**config.mk**
```make
export PLATFORM = sky130hd
export DESIGN_NAME = zone_latch_reader
export DESIGN_NICKNAME = d
export VERILOG_FILES = /design/src/rtl/zone_bl_pkg.sv /design/src/rtl/zone_latch_packer.sv /design/src/rtl/zone_latch_reader.sv
export SDC_FILE = /design/constraint.sdc
export NUM_CORES = 1
export LEC_CHECK = 0
export CAP_MARGIN = 5
export CORE_ASPECT_RATIO = 0.6
export CORE_UTILIZATION = 39
export CTS_BUF_LIST = sky130_fd_sc_hd__clkbuf_4
export DETAILED_ROUTE_END_ITERATION = 6
export GPL_TIMING_DRIVEN = 0
export SLEW_MARGIN = 20
export SYNTH_ARGS = -nofsm -noshare
export SYNTH_HDL_FRONTEND = slang
export SYNTH_HIERARCHICAL = 1
export SYNTH_SLANG_ARGS = --single-unit
```
**constraint.sdc**
```tcl
create_clock -name clk -period 7.3 [get_ports clk]
set_input_delay 0.73 -clock clk [delete_from_list [all_inputs] [get_ports clk]]
set_output_delay 0.73 -clock clk [all_outputs]
set_load 0.01 [all_outputs]
```
**src/rtl/zone_bl_pkg.sv**
```systemverilog
// Shared constants and FSM state type for the zone grey buffer writer/reader pair.
package zone_bl_pkg;

  localparam int GRAY_W          = 16;
  localparam int WORDS_PER_LATCH = 6;
  localparam int LATCH_W         = GRAY_W * WORDS_PER_LATCH;
  localparam int CNTLATCH_W      = 7;
  localparam int NUM_LATCH_DEF   = 64;
  // Number of zones held in the buffer, agreed with the writer side.
  localparam int NUM_ZONES       = NUM_LATCH_DEF * WORDS_PER_LATCH;

  typedef enum logic [2:0] {
    ST_IDLE,
    ST_FRAME,
    ST_READ,
    ST_CAPT,
    ST_PUSH
  } state_e;

endpackage

```
**src/rtl/zone_latch_packer.sv**
```systemverilog
// Slot register bank that collects grey values and presents a packed latch word.
// The output word is reloaded only on load, so it holds steady while the next word is read.
module zone_latch_packer
  import zone_bl_pkg::*;
#(
  parameter int GRAY_W          = zone_bl_pkg::GRAY_W,
  parameter int WORDS_PER_LATCH = zone_bl_pkg::WORDS_PER_LATCH,
  parameter int SLOT_W          = (WORDS_PER_LATCH > 1) ? $clog2(WORDS_PER_LATCH) : 1
) (
  input  logic                              clk,
  input  logic                              rst_n,
  input  logic                              wr_en,
  input  logic [SLOT_W-1:0]                 wr_slot,
  input  logic [GRAY_W-1:0]                 wr_data,
  input  logic                              load,
  output logic [GRAY_W*WORDS_PER_LATCH-1:0] datain
);

  logic [WORDS_PER_LATCH-1:0][GRAY_W-1:0] slot_q, slot_d;
  logic [GRAY_W*WORDS_PER_LATCH-1:0]      word_q, word_d;

  // The final slot is written on the same edge as load, so the word takes slot_d.
  always_comb begin
    slot_d = slot_q;
    word_d = word_q;
    if (wr_en) slot_d[wr_slot] = wr_data;
    if (load) word_d = slot_d;
  end

  always_ff @(posedge clk or negedge rst_n) begin
    if (!rst_n) begin
      slot_q <= '0;
      word_q <= '0;
    end else begin
      slot_q <= slot_d;
      word_q <= word_d;
    end
  end

  assign datain = word_q;

endmodule

```
**src/rtl/zone_latch_reader.sv**
```systemverilog
// Frame-triggered reader: fetches zone grey values in address order, packs them into
// latch words and hands each word downstream with a valid/ready handshake.
module zone_latch_reader
  import zone_bl_pkg::*;
#(
  parameter int NUM_LATCH       = zone_bl_pkg::NUM_LATCH_DEF,
  parameter int GRAY_W          = zone_bl_pkg::GRAY_W,
  parameter int WORDS_PER_LATCH = zone_bl_pkg::WORDS_PER_LATCH,
  parameter int ADDR_W          = 10,
  parameter int BASE_ADDR       = 0
) (
  input  logic                              clk,
  input  logic                              rst_n,
  input  logic                              frame_start,
  output logic                              rd_en,
  output logic [ADDR_W-1:0]                 rd_addr,
  input  logic [GRAY_W-1:0]                 rd_data,
  output logic                              frame_flag,
  output logic                              latch_flag,
  input  logic                              latch_ready,
  output logic [GRAY_W*WORDS_PER_LATCH-1:0] datain,
  output logic [CNTLATCH_W-1:0]             cntlatch,
  output logic                              busy,
  output logic                              frame_overrun
);

  localparam int K_W = (WORDS_PER_LATCH > 1) ? $clog2(WORDS_PER_LATCH) : 1;
  localparam logic [CNTLATCH_W-1:0] LAST_IDX = CNTLATCH_W'(NUM_LATCH - 1);
  localparam logic [K_W-1:0]        K_LAST   = K_W'(WORDS_PER_LATCH - 1);

  if (NUM_LATCH < 1 || NUM_LATCH > 128) begin : g_num_latch_chk
    $error("zone_latch_reader: NUM_LATCH must be within 1..128");
  end
  if (BASE_ADDR + NUM_LATCH * WORDS_PER_LATCH > (1 << ADDR_W)) begin : g_addr_chk
    $error("zone_latch_reader: frame does not fit in the ADDR_W address space");
  end

  state_e                state_q, state_d;
  logic [CNTLATCH_W-1:0] idx_q, idx_d;
  logic [K_W-1:0]        k_q, k_d;
  logic                  pending_q, pending_d;
  logic                  overrun_q, overrun_d;
  logic                  cap_en_q, cap_en_d;
  logic [K_W-1:0]        cap_slot_q, cap_slot_d;
  logic [ADDR_W-1:0]     addr_calc;

  // Handshake: a word transfers on a clock edge where latch_flag and latch_ready are both high;
  // latch_flag, datain and cntlatch stay unchanged until that edge.
  always_comb begin
    state_d    = state_q;
    idx_d      = idx_q;
    k_d        = k_q;
    pending_d  = pending_q;
    overrun_d  = overrun_q;
    cap_en_d   = 1'b0;
    cap_slot_d = k_q;

    if (frame_start && state_q != ST_IDLE) begin
      if (pending_q) overrun_d = 1'b1;
      else           pending_d = 1'b1;
    end

    case (state_q)
      ST_IDLE: begin
        if (frame_start || pending_q) begin
          state_d   = ST_FRAME;
          pending_d = 1'b0;
        end
      end
      ST_FRAME: begin
        idx_d   = '0;
        k_d     = '0;
        state_d = ST_READ;
      end
      ST_READ: begin
        cap_en_d = 1'b1;
        k_d      = k_q + K_W'(1);
        if (k_q == K_LAST) state_d = ST_CAPT;
      end
      ST_CAPT: begin
        state_d = ST_PUSH;
      end
      ST_PUSH: begin
        if (latch_ready) begin
          if (idx_q == LAST_IDX) begin
            // A queued frame starts immediately; a start pulse landing now becomes the new queue entry.
            if (pending_q) begin
              state_d   = ST_FRAME;
              pending_d = frame_start;
              overrun_d = overrun_q;
            end else if (frame_start) begin
              state_d   = ST_FRAME;
              pending_d = 1'b0;
            end else begin
              state_d = ST_IDLE;
            end
          end else begin
            idx_d   = idx_q + CNTLATCH_W'(1);
            k_d     = '0;
            state_d = ST_READ;
          end
        end
      end
      default: state_d = ST_IDLE;
    endcase
  end

  always_ff @(posedge clk or negedge rst_n) begin
    if (!rst_n) begin
      state_q    <= ST_IDLE;
      idx_q      <= '0;
      k_q        <= '0;
      pending_q  <= 1'b0;
      overrun_q  <= 1'b0;
      cap_en_q   <= 1'b0;
      cap_slot_q <= '0;
    end else begin
      state_q    <= state_d;
      idx_q      <= idx_d;
      k_q        <= k_d;
      pending_q  <= pending_d;
      overrun_q  <= overrun_d;
      cap_en_q   <= cap_en_d;
      cap_slot_q <= cap_slot_d;
    end
  end

  assign addr_calc = ADDR_W'(BASE_ADDR) + ADDR_W'(idx_q) * ADDR_W'(WORDS_PER_LATCH) + ADDR_W'(k_q);

  assign rd_en         = (state_q == ST_READ);
  assign rd_addr       = rd_en ? addr_calc : '0;
  assign frame_flag    = (state_q == ST_FRAME);
  assign latch_flag    = (state_q == ST_PUSH);
  assign busy          = (state_q != ST_IDLE);
  assign cntlatch      = idx_q;
  assign frame_overrun = overrun_q;

  zone_latch_packer #(
    .GRAY_W         (GRAY_W),
    .WORDS_PER_LATCH(WORDS_PER_LATCH),
    .SLOT_W         (K_W)
  ) u_packer (
    .clk    (clk),
    .rst_n  (rst_n),
    .wr_en  (cap_en_q),
    .wr_slot(cap_slot_q),
    .wr_data(rd_data),
    .load   (state_q == ST_CAPT),
    .datain (datain)
  );

endmodule

```
Word-level counts from Yosys, hierarchy flattened. Index checks and enable logic that the tools add are counted.

Bits of input ports: 20. Bits in registers: 211. Word-level logic and storage cells: 73. Output and inout port bits: 118.

Reductions and logical operators: 10. Order comparisons: 2. $add $sub $neg: 3. Equal/unequal tests: 11. Mux-type cells: 32. Multipliers: 1.

Operators with widths (count): bitwise mux 96 bit (1); 2-to-1 mux 96 bit (1); demux 16 bit (select 3 bit) (1); 2-to-1 mux 3 bit (6); 2-to-1 mux 16 bit (1); 2-to-1 mux 1 bit (15); one-hot mux 3 bit (5 select lines) (1); 2-to-1 mux 7 bit (2); one-hot mux 7 bit (2 select lines) (1); adder 10 x 3 -> 10 bit (1); 2-to-1 mux 10 bit (1); multiplier 7 x 2 -> 9 bit (second input constant) (1); one-hot mux 3 bit (3 select lines) (1); AND reduction 3 bit (3); adder 7 x 1 -> 7 bit (second input constant) (1); == test 7 x 6 -> 1 bit (second input constant) (1); == test 3 x 2 -> 1 bit (second input constant) (2); == test 3 bit (second input constant) (2); nonzero test 3 bit (2); less-than comparator 3 x 4 -> 1 bit (second input constant) (1); inequality test 2 x 1 -> 1 bit (second input constant) (2); inequality test 2 bit (second input constant) (2); inequality test 4 bit (second input constant) (1); adder 3 x 1 -> 3 bit (second input constant) (1); other kinds (7) (8).

Depth between registers and ports, before layout. Gate-level depths: netlist (run 1).

Word-level depth: 8. Mapped depth: 8. Depth with buffers taken out: 7.

Hierarchy. The synthesis (run 1) kept the hierarchy.

Modules (own cells, without submodules): zone_latch_packer (times used 1, cells each 411, area an instance 7460.9 um2, sequential area each 4804.6 um2); zone_latch_reader (times used 1, cells each 167, area an instance 1476.4 um2, sequential area each 475.5 um2).

Worst setup path before layout (run 1). OpenSTA, ideal clock, no wires.

Path kind: register to output. Start point: reg idx_q[0] (netlist: cntlatch[0]). End point: out rd_addr[9]. Data required time: 6.570 ns. Arrival time: 2.667 ns. Slack: 3.903 ns. Path buffers: 0. Stages on the path, launching flop included: 8. Cell sequence: dfrtp_1 -> ha_1 -> fa_1 -> a211oi_2 -> nor2_1 -> or4_4 -> nor4_2 -> mux2_1.

Cells in the longest elaborated chain, start to end: 3.

Ends and longest elaborated chain: start: declaration (line zone_latch_reader.sv:39) `logic [CNTLATCH_W-1:0] idx_q, idx_d;`; start signal: assignment (line zone_latch_reader.sv:119) `idx_q <= idx_d;`; multiplier 7 x 2 -> 9 bit (line zone_latch_reader.sv:128) `assign addr_calc = ADDR_W'(BASE_ADDR) + ADDR_W'(idx_q) * ADDR_W'(WORDS_PER_LATCH) + ADDR_W'(k_q);`; adder 10 x 3 -> 10 bit (line zone_latch_reader.sv:128); 2-to-1 mux 10 bit (line zone_latch_reader.sv:131) `assign rd_addr = rd_en ? addr_calc : '0;`; end: declaration (line zone_latch_reader.sv:16) `output logic [ADDR_W-1:0] rd_addr,`.

No other way between the ends.

Final worst setup path (run 1). Ends and elaborated chain as after synthesis.

==> qor.json, run 1 <==
{
  "timing": {
    "hold_slack_ps": 450.5,
    "fin_skew_ps": 27.61,
    "crit_share_post_route_pct": 64.27,
    "post-route-min-period_ps": 4692,
    "setup_viol": 0,
    "setup_tns_after_final_layout_ps": 0,
    "fmax_mhz": 213.2,
    "report.final.slew_viol_count": 0,
    "final-hold-violation-count": 0,
    "relative_slew_slack_pct": 36.42,
    "final_worst_path_setup_slack_ps": 2609,
    "tightestPinTransition_ps": 953.7,
    "rsz0062_at_grt": "false"
  },
  "synth": {
    "synthesis.area_um2": 8937,
    "number_of_register_bits_inferred_by_synthesis": 211,
    "synth_area_leaders": "dfrtp_1, mux2_2, mux2_4, ha_1, nor2_1",
    "synth-edff-count": 0,
    "yosys_warnings": 6,
    "netlist-cell-type-count": 59,
    "synth_common_cells": "dfrtp_1, mux2_2, mux2_4",
    "synth_flop_cell": "dfrtp_1",
    "seq_area_frac_synth_pct": 59.08,
    "synth_top_cell_area_share_pct": 59.08,
    "synth_fp_nets": 611,
    "count_of_mapped_cells_out_of_synthesis": 578,
    "yosysTopAreaCell": "dfrtp_1",
    "most_frequent_cell_after_synthesis": "dfrtp_1",
    "async_reset_ff_share_pct": 100.0,
    "syn-mean-instance-area_um2": 15.46
  },
  "setup_path": {
    "ff2ff_path_depth": 7,
    "reg2reg_to": "u_packer/datain[92]$_DFFE_PN0P_",
    "timing_worst_setup_path_type": "reg2out",
    "required_time_reported_for_the_critical_path_endpoint_ps": 6570,
    "critPathCaptureType": "output pin",
    "crit_fanout": 6,
    "worstSetupStartpointType": "flop",
    "reg2reg_launch_point": "state_q[1]$_DFFE_PN0P_",
    "cp.arrival_ps": 3960,
    "r2r_slack_ps": 4220
  },
  "routing": {
    "routed_wl_um": 21320,
    "detail_route.first_pass.iterations": 4,
    "post_drt_via_cell_ratio": 4.920,
    "detail_route.wl_per_cell_um": 19.22,
    "routed-via-count": 5456,
    "drt_iter0_markers": 220,
    "postRouteAntennaNets": 0,
    "remaining_drc_errors": 0
  },
  "floorplanning": {
    "ioPinCount": 138,
    "dieArea_um2": 23550,
    "die_height_um": 119.3,
    "initial_utilization_pct": 40.11,
    "die_w_um": 197.4,
    "fp-row-count": 42,
    "core_area_um2": 22280
  },
  "hold_path": {
    "tightest_hold_check_type": "reg2reg",
    "min-delay-start": "cap_slot_d[1]$_DFFE_PN0P_",
    "worst_hold_path.endpoint": "cap_slot_q[1]$_DFF_PN0_",
    "min_path_cells": 0
  },
  "flow_run": {
    "drv.max_cap_violation_count": 0
  },
  "status": {
    "run_status": "complete, no violations"
  },
  "global_route": {
    "antenna_found_initial": 2,
    "grtUsageTotal_pct": 18.86,
    "grt_pass1_vias": 5840,
    "grt_pass1_wl_um": 33700,
    "maximum_number_of_pins_on_one_net_before_global_route_repair": 107,
    "global_route.overflow_total": 0
  },
  "power_and_ir_drop": {
    "power_leakage_uw": 0.004964,
    "fin_total_pwr_uw": 4876,
    "cellPowerDensity_nw_per_um2": 429.8,
    "vdd.ir_drop.worst_mv": 0.1928
  },
  "placed_design": {
    "pre_cts_ws_ps": 3283,
    "hpwlAfterDp_um": 14880,
    "numPortBuffers": 137,
    "finalWeightedCongestion": 0.8534
  },
  "clock_tree": {
    "clock_tree.root_cell": "clkbuf_4",
    "htree_num_levels": 2,
    "cts_setup_buffers": 0,
    "cts_tree": "yes",
    "number_of_sinks_driven_by_the_clock_tree": 211,
    "insertion_delay_ps": 640,
    "numCtsBuffers": 49,
    "cts.reportedPaths.clkPinSlew_ps": 70,
    "clk_path_buf_depth": 3
  },
  "final_layout": {
    "area_taken_by_multi_input_logic_gates_um2": 3405,
    "drive_gt1_share_pct": 36.75,
    "sequential_cell_area_um2": 5280,
    "nNetsFinal": 802,
    "layout-area-overhead-vs-synth_pct": 26.92,
    "fillers": 1965
  }
}
-- cells by family (layout without fill, tap and decap cells) --
family	count (synthesis)	in the layout	synth area share [%]
compound gates	37	37	3.052
xor+xnor	9	9	0.8820
flops	211	211	59.08
mux	196	196	27.19
fa+ha+maj	13	13	1.988
simple gates	73	73	4.984
other cells	0	1	0
buf+inv	39	261	2.828
-- power by group --
| group | internal [µW] | switching [µW] | total, µW |
|---|---|---|---|
| registers | 1730 | 253 | 1980 |
| clock network | 443 | 446 | 889 |
| logic | 1200 | 810 | 2010 |
| total | 3370 | 1510 | 4880 |
-- area by class of cell --
type / count / area share, %
clock inverter: 11 / 0.3861
multi-input combinational: 328 / 30.01
inverter: 11 / 0.3640
antenna: 1 / 0.02206
timing repair buffer: 140 / 12.71
clock buffer: 71 / 4.699
tap: 308 / 3.397
sequential: 211 / 46.55
buffer: 28 / 1.864
-- critical path, stage by stage, from the launching register on --
cell             delay [ps]
dfrtp_1                 460
ha_1                    360
fa_1                    490
a211oi_2                230
nor2_1                  130
or4_4                   560
nor4_2                  290
mux2_1                  350
clkdlybuf4s50_1         480
-- per-layer routing --
metal  vias up  GRT usage [%]  wire length, µm
met4         0          5.475              316
li1       2479              -                -
met2       162          25.59             8679
met1      2779          29.41            11280
met3        36          4.418             1044
met5         -              0                0
-- worst max path at each step --
stage	startpoint	endpoint	slack (ps)
floorplan	cntlatch[0]$_DFFE_PN0P_	rd_addr[9]	3900
global route	cntlatch[0]$_DFFE_PN0P_	rd_addr[9]	2360
global placement	rst_n	u_packer/datain[50]$_DFFE_PN0P_	-2820
finish	cntlatch[0]$_DFFE_PN0P_	rd_addr[9]	2610
CTS	cntlatch[0]$_DFFE_PN0P_	rd_addr[9]	2580
detailed placement	cntlatch[0]$_DFFE_PN0P_	rd_addr[9]	3280
-- cell usage in the layout, fill, tap and decap left out, types with 3 or more instances in the layout --
master,instances
a21oi_1,8
a31oi_1,3
and2_1,3
and4bb_1,3
buf_12,3
buf_2,4
buf_6,7
clkbuf_1,13
clkbuf_4,71
clkdlybuf4s50_1,136
clkinv_1,9
dfrtp_1,211
ha_1,11
inv_1,9
mux2_1,3
mux2_2,131
mux2_4,60
nand2_1,8
nor2_1,25
nor3_1,8
nor4_1,3
o211ai_1,3
o21ai_0,3
xnor2_1,8
-- timing repair --
item,4_1_cts,5_1_grt
resized for setup,0,0
endpoints found under the hold margin,2,0
setup endpoints to repair,0,0
hold buffers,1,0
-- registers in the layout (all words and copies together) (netlist names) --
register / flops
u_packer/datain: 96
frame_overrun: 1
cap_en_q: 1
cap_slot_q: 3
u_packer/slot_q: 96
pending_q: 1
cap_slot_d: 3
cntlatch: 7
state_q: 3
-- through the flow --
stage	instances	util, %	area, µm²
floorplan	578	-	8937
global placement	1023	48.00	10690
detailed placement	1025	48.26	10750
CTS	1108	50.90	11340
global route	1109	50.91	11340
finish	1109	50.91	11340
Note: power is estimated with default switching activity, not from simulation.
==> inputs of run 2 (changes only) <==
==> constraint.sdc (replaced) <==
create_clock -name clk -period 4.8 [get_ports clk]
set_input_delay 0.48 -clock clk [delete_from_list [all_inputs] [get_ports clk]]
set_output_delay 0.48 -clock clk [all_outputs]
set_load 0.01 [all_outputs]
==> results of run 2 <==
The final DEF is identical to that of run 1. Status: complete, no violations.
Main changes from that run: setup slack after placement 3283 ps -> 1033 ps; setup slack after layout 2609 ps -> 358.5 ps; hold slack 450.5 ps -> 233.2 ps; register-to-register setup slack 4220 ps -> 1720 ps; total power 4876 µW -> 7415 µW; worst IR drop on VDD 0.1928 mV -> 0.2932 mV
==> inputs of run 3 (changes only) <==
--- a/config.mk
+++ b/config.mk
@@ -6,11 +6,14 @@
 export NUM_CORES = 1
 export LEC_CHECK = 0
 export CAP_MARGIN = 5
+export CELL_PAD_IN_SITES_DETAIL_PLACEMENT = 1
+export CELL_PAD_IN_SITES_GLOBAL_PLACEMENT = 1
 export CORE_ASPECT_RATIO = 0.6
 export CORE_UTILIZATION = 39
 export CTS_BUF_LIST = sky130_fd_sc_hd__clkbuf_4
 export DETAILED_ROUTE_END_ITERATION = 6
 export GPL_TIMING_DRIVEN = 0
+export PLACE_DENSITY_LB_ADDON = 0.1
 export SLEW_MARGIN = 20
 export SYNTH_ARGS = -nofsm -noshare
 export SYNTH_HDL_FRONTEND = slang
==> qor.json, run 3 (same netlist as run 1, synthesis figures left out) <==
{
  "setup_path": {
    "timing_worst_setup_path_type": {"value": "reg2out", "change": "unchanged"},
    "worst_path_dominant_cell_family": {"value": "simple AND/OR/NAND/NOR gates", "change": "unchanged"},
    "crit_fanout": {"value": 6, "change": "unchanged"},
    "crit_path_cell_trace": {"value": "ha_1, fa_1, a211oi_2, nor2_1, or4_4, nor4_2, mux2_1, clkdlybuf4s50_1", "change": "unchanged"},
    "buffers_plus_inverters_on_the_worst_setup_path": {"value": 1, "change": "unchanged"},
    "r2r_slack": {"value": 1620, "unit": "ps", "change": "was 1720 ps"},
    "required_time_reported_for_the_critical_path_endpoint": {"value": 4320, "unit": "ps", "change": "about the same"},
    "cp.arrival": {"value": 4020, "unit": "ps", "change": "was 3960 ps"},
    "critPathCaptureType": {"value": "output pin", "change": "unchanged"},
    "reg2reg_to": {"value": "u_packer/datain[63]$_DFFE_PN0P_", "change": "was u_packer/datain[92]$_DFFE_PN0P_"},
    "reg2reg_launch_point": {"value": "state_q[1]$_DFFE_PN0P_", "change": "unchanged"},
    "ff2ff_path_depth": {"value": 7, "change": "unchanged"},
    "worstSetupStartpointType": {"value": "flop", "change": "unchanged"},
    "cp_slowest_stage_delay": {"value": 560, "unit": "ps", "change": "about the same"},
    "slowest_cell_on_crit_path": {"value": "or4_4", "change": "unchanged"}
  },
  "timing": {
    "crit_share_post_route": {"value": 93.75, "unit": "%", "change": "was 92.53%"},
    "final_worst_path_setup_slack": {"value": 300.0, "unit": "ps", "change": "was 358.5 ps"},
    "setup_tns_after_final_layout": {"value": 0, "unit": "ps", "change": "unchanged"},
    "final-hold-violation-count": {"value": 0, "change": "unchanged"},
    "relative_slew_slack": {"value": 32.69, "unit": "%", "change": "was 36.42%"},
    "post-route-min-period": {"value": 4500, "unit": "ps", "change": "was 4442 ps"},
    "hold_slack": {"value": 339.4, "unit": "ps", "change": "was 233.2 ps"},
    "setup_viol": {"value": 0, "change": "unchanged"},
    "fmax": {"value": 222.2, "unit": "MHz", "change": "was 225.1 MHz"},
    "report.final.slew_viol_count": {"value": 0, "change": "unchanged"},
    "tightestPinTransition": {"value": 1010, "unit": "ps", "change": "was 953.7 ps"},
    "rsz0062_at_grt": {"value": "false", "change": "unchanged"},
    "fin_skew": {"value": 32.12, "unit": "ps", "change": "was 27.61 ps"}
  },
  "final_layout": {
    "layout-area-overhead-vs-synth": {"value": 27.87, "unit": "%", "change": "was 26.92%"},
    "drive_gt1_share": {"value": 36.87, "unit": "%", "change": "was 36.75%"},
    "most-common-layout-cells": {"value": "dfrtp_1, clkdlybuf4s50_1, mux2_2", "change": "unchanged"},
    "nNetsFinal": {"value": 804, "change": "was 802"},
    "finalCoreUtilization": {"value": 51.29, "unit": "%", "change": "was 50.91%"},
    "layout.cells.most_common": {"value": "dfrtp_1", "change": "unchanged"},
    "layout.cells.non_filler": {"value": 1120, "change": "was 1109"}
  },
  "placed_design": {
    "dpl.cell_count": {"value": 1025, "change": "unchanged"},
    "pre_cts_ws": {"value": 998.4, "unit": "ps", "change": "was 1033 ps"},
    "finalWeightedCongestion": {"value": 0.7540, "change": "was 0.8534"},
    "numPortBuffers": {"value": 137, "change": "unchanged"},
    "hpwlAfterDp": {"value": 15720, "unit": "µm", "change": "was 14880 µm"}
  },
  "floorplanning": {
    "core_area": {"value": 22280, "unit": "µm²", "change": "unchanged"},
    "dieArea": {"value": 23550, "unit": "µm²", "change": "unchanged"},
    "initial_utilization": {"value": 40.11, "unit": "%", "change": "unchanged"},
    "die_height": {"value": 119.3, "unit": "µm", "change": "unchanged"},
    "ioPinCount": {"value": 138, "change": "unchanged"},
    "fp-row-count": {"value": 42, "change": "unchanged"},
    "die_w": {"value": 197.4, "unit": "µm", "change": "unchanged"}
  },
  "power_and_ir_drop": {
    "cellPowerDensity": {"value": 664.7, "unit": "nW/µm²", "change": "was 653.7 nW/µm²"},
    "power_leakage": {"value": 0.005007, "unit": "µW", "change": "was 0.004964 µW"},
    "vdd.ir_drop.worst": {"value": 0.2947, "unit": "mV", "change": "was 0.2932 mV"}
  },
  "status": {
    "run_status": {"value": "complete, no violations", "change": "unchanged"}
  },
  "global_route": {
    "grt.met3_usage": {"value": 6.372, "unit": "%", "change": "was 4.418%"},
    "grt_pass1_vias": {"value": 6072, "change": "was 5840"},
    "grt_pass1_wl": {"value": 35620, "unit": "µm", "change": "was 33700 µm"},
    "antenna_found_initial": {"value": 1, "change": "was 2"},
    "maximum_number_of_pins_on_one_net_before_global_route_repair": {"value": 82, "change": "was 107"},
    "grtUsageTotal": {"value": 20.02, "unit": "%", "change": "was 18.86%"},
    "global_route.overflow_total": {"value": 0, "change": "unchanged"},
    "grt-busiest-layer": {"value": "met1", "change": "unchanged"},
    "grt.met2_usage": {"value": 28.15, "unit": "%", "change": "was 25.59%"},
    "use_met1": {"value": 29.23, "unit": "%", "change": "was 29.41%"}
  },
  "routing": {
    "routed-via-count": {"value": 5482, "change": "was 5456"},
    "detail_route.first_pass.iterations": {"value": 4, "change": "unchanged"},
    "detail_route.wl_per_cell": {"value": 20.23, "unit": "µm", "change": "was 19.22 µm"},
    "routed_wl": {"value": 22660, "unit": "µm", "change": "was 21320 µm"},
    "post_drt_via_cell_ratio": {"value": 4.895, "change": "was 4.920"},
    "remaining_drc_errors": {"value": 0, "change": "unchanged"},
    "postRouteAntennaNets": {"value": 0, "change": "unchanged"},
    "drt_iter0_markers": {"value": 198, "change": "was 220"}
  },
  "clock_tree": {
    "numCtsBuffers": {"value": 51, "change": "was 49"},
    "cts_tree": {"value": "yes", "change": "unchanged"},
    "number_of_sinks_driven_by_the_clock_tree": {"value": 211, "change": "unchanged"},
    "clk_path_buf_depth": {"value": 3, "change": "unchanged"},
    "cts_hold_buffers": {"value": 1, "change": "unchanged"},
    "insertion_delay": {"value": 660, "unit": "ps", "change": "was 640 ps"},
    "cts_setup_buffers": {"value": 0, "change": "unchanged"},
    "cts.reportedPaths.clkPinSlew": {"value": 70, "unit": "ps", "change": "about the same"},
    "htree_num_levels": {"value": 2, "change": "unchanged"},
    "clock_tree.root_cell": {"value": "clkbuf_4", "change": "unchanged"},
    "cts-resized-gates": {"value": 0, "change": "unchanged"}
  },
  "hold_path": {
    "tightest_hold_check_type": {"value": "in2async", "change": "unchanged"}
  },
  "flow_run": {
    "drv.max_cap_violation_count": {"value": 0, "change": "unchanged"}
  }
}
-- run 3: worst reg2reg max path: stages, from the launching register on --
cell and delay [ps]:
dfrtp_1 360, clkbuf_1 400, clkbuf_1 390, and2_1 230, clkbuf_1 290, buf_2 360, clkbuf_1 610, mux2_2 430
-- run 3: worst max path at each step --
stage / from / end / slack (ps) / depth (start not counted)
after floorplan: cntlatch[0]$_DFFE_PN0P_ / rd_addr[9] / 1650 / 7
after global placement: rst_n / cntlatch[5]$_DFFE_PN0P_ / -5270 / 1
after detailed placement: cntlatch[0]$_DFFE_PN0P_ / rd_addr[9] / 1000 / 8
after CTS: cntlatch[0]$_DFFE_PN0P_ / rd_addr[9] / 230 / 8
after global routing: cntlatch[0]$_DFFE_PN0P_ / rd_addr[9] / 120 / 8
final: cntlatch[0]$_DFFE_PN0P_ / rd_addr[9] / 300 / 8
-- run 3: area by class of cell --
cell class,instances,area [µm²]
clock buffer,76,570.5
buffer,28,211.5
sequential,211,5280
clock inverter,17,91.34
multi-input combinational,328,3405
timing repair buffer,140,1441
tap,308,385.4
fill,2279,10850
inverter,11,41.29
antenna,1,2.502
-- run 3: power breakdown --
part | switching [µW] | internal [µW] | total, µW
Combinational | 1250 | 1820 | 3070
Sequential | 396 | 2620 | 3020
Clock | 726 | 778 | 1500
Total | 2370 | 5230 | 7600
-- run 3: layer usage --
layer  wire length (µm)  share of wire [%]  vias up
met4                277                1.2        0
met3               1318                5.8       26
met5                  0                  0        -
met1              11340                 50     2842
li1                   -                  -     2480
met2               9723                 43      134
-- run 3: metrics by stage --
stage / power [µW] / cell area (µm²)
floorplan: 4718 / 8937
global placement: 6005 / 10690
detailed placement: 6151 / 10750
CTS: 7724 / 11430
global route: 8091 / 11430
finish: 7596 / 11430
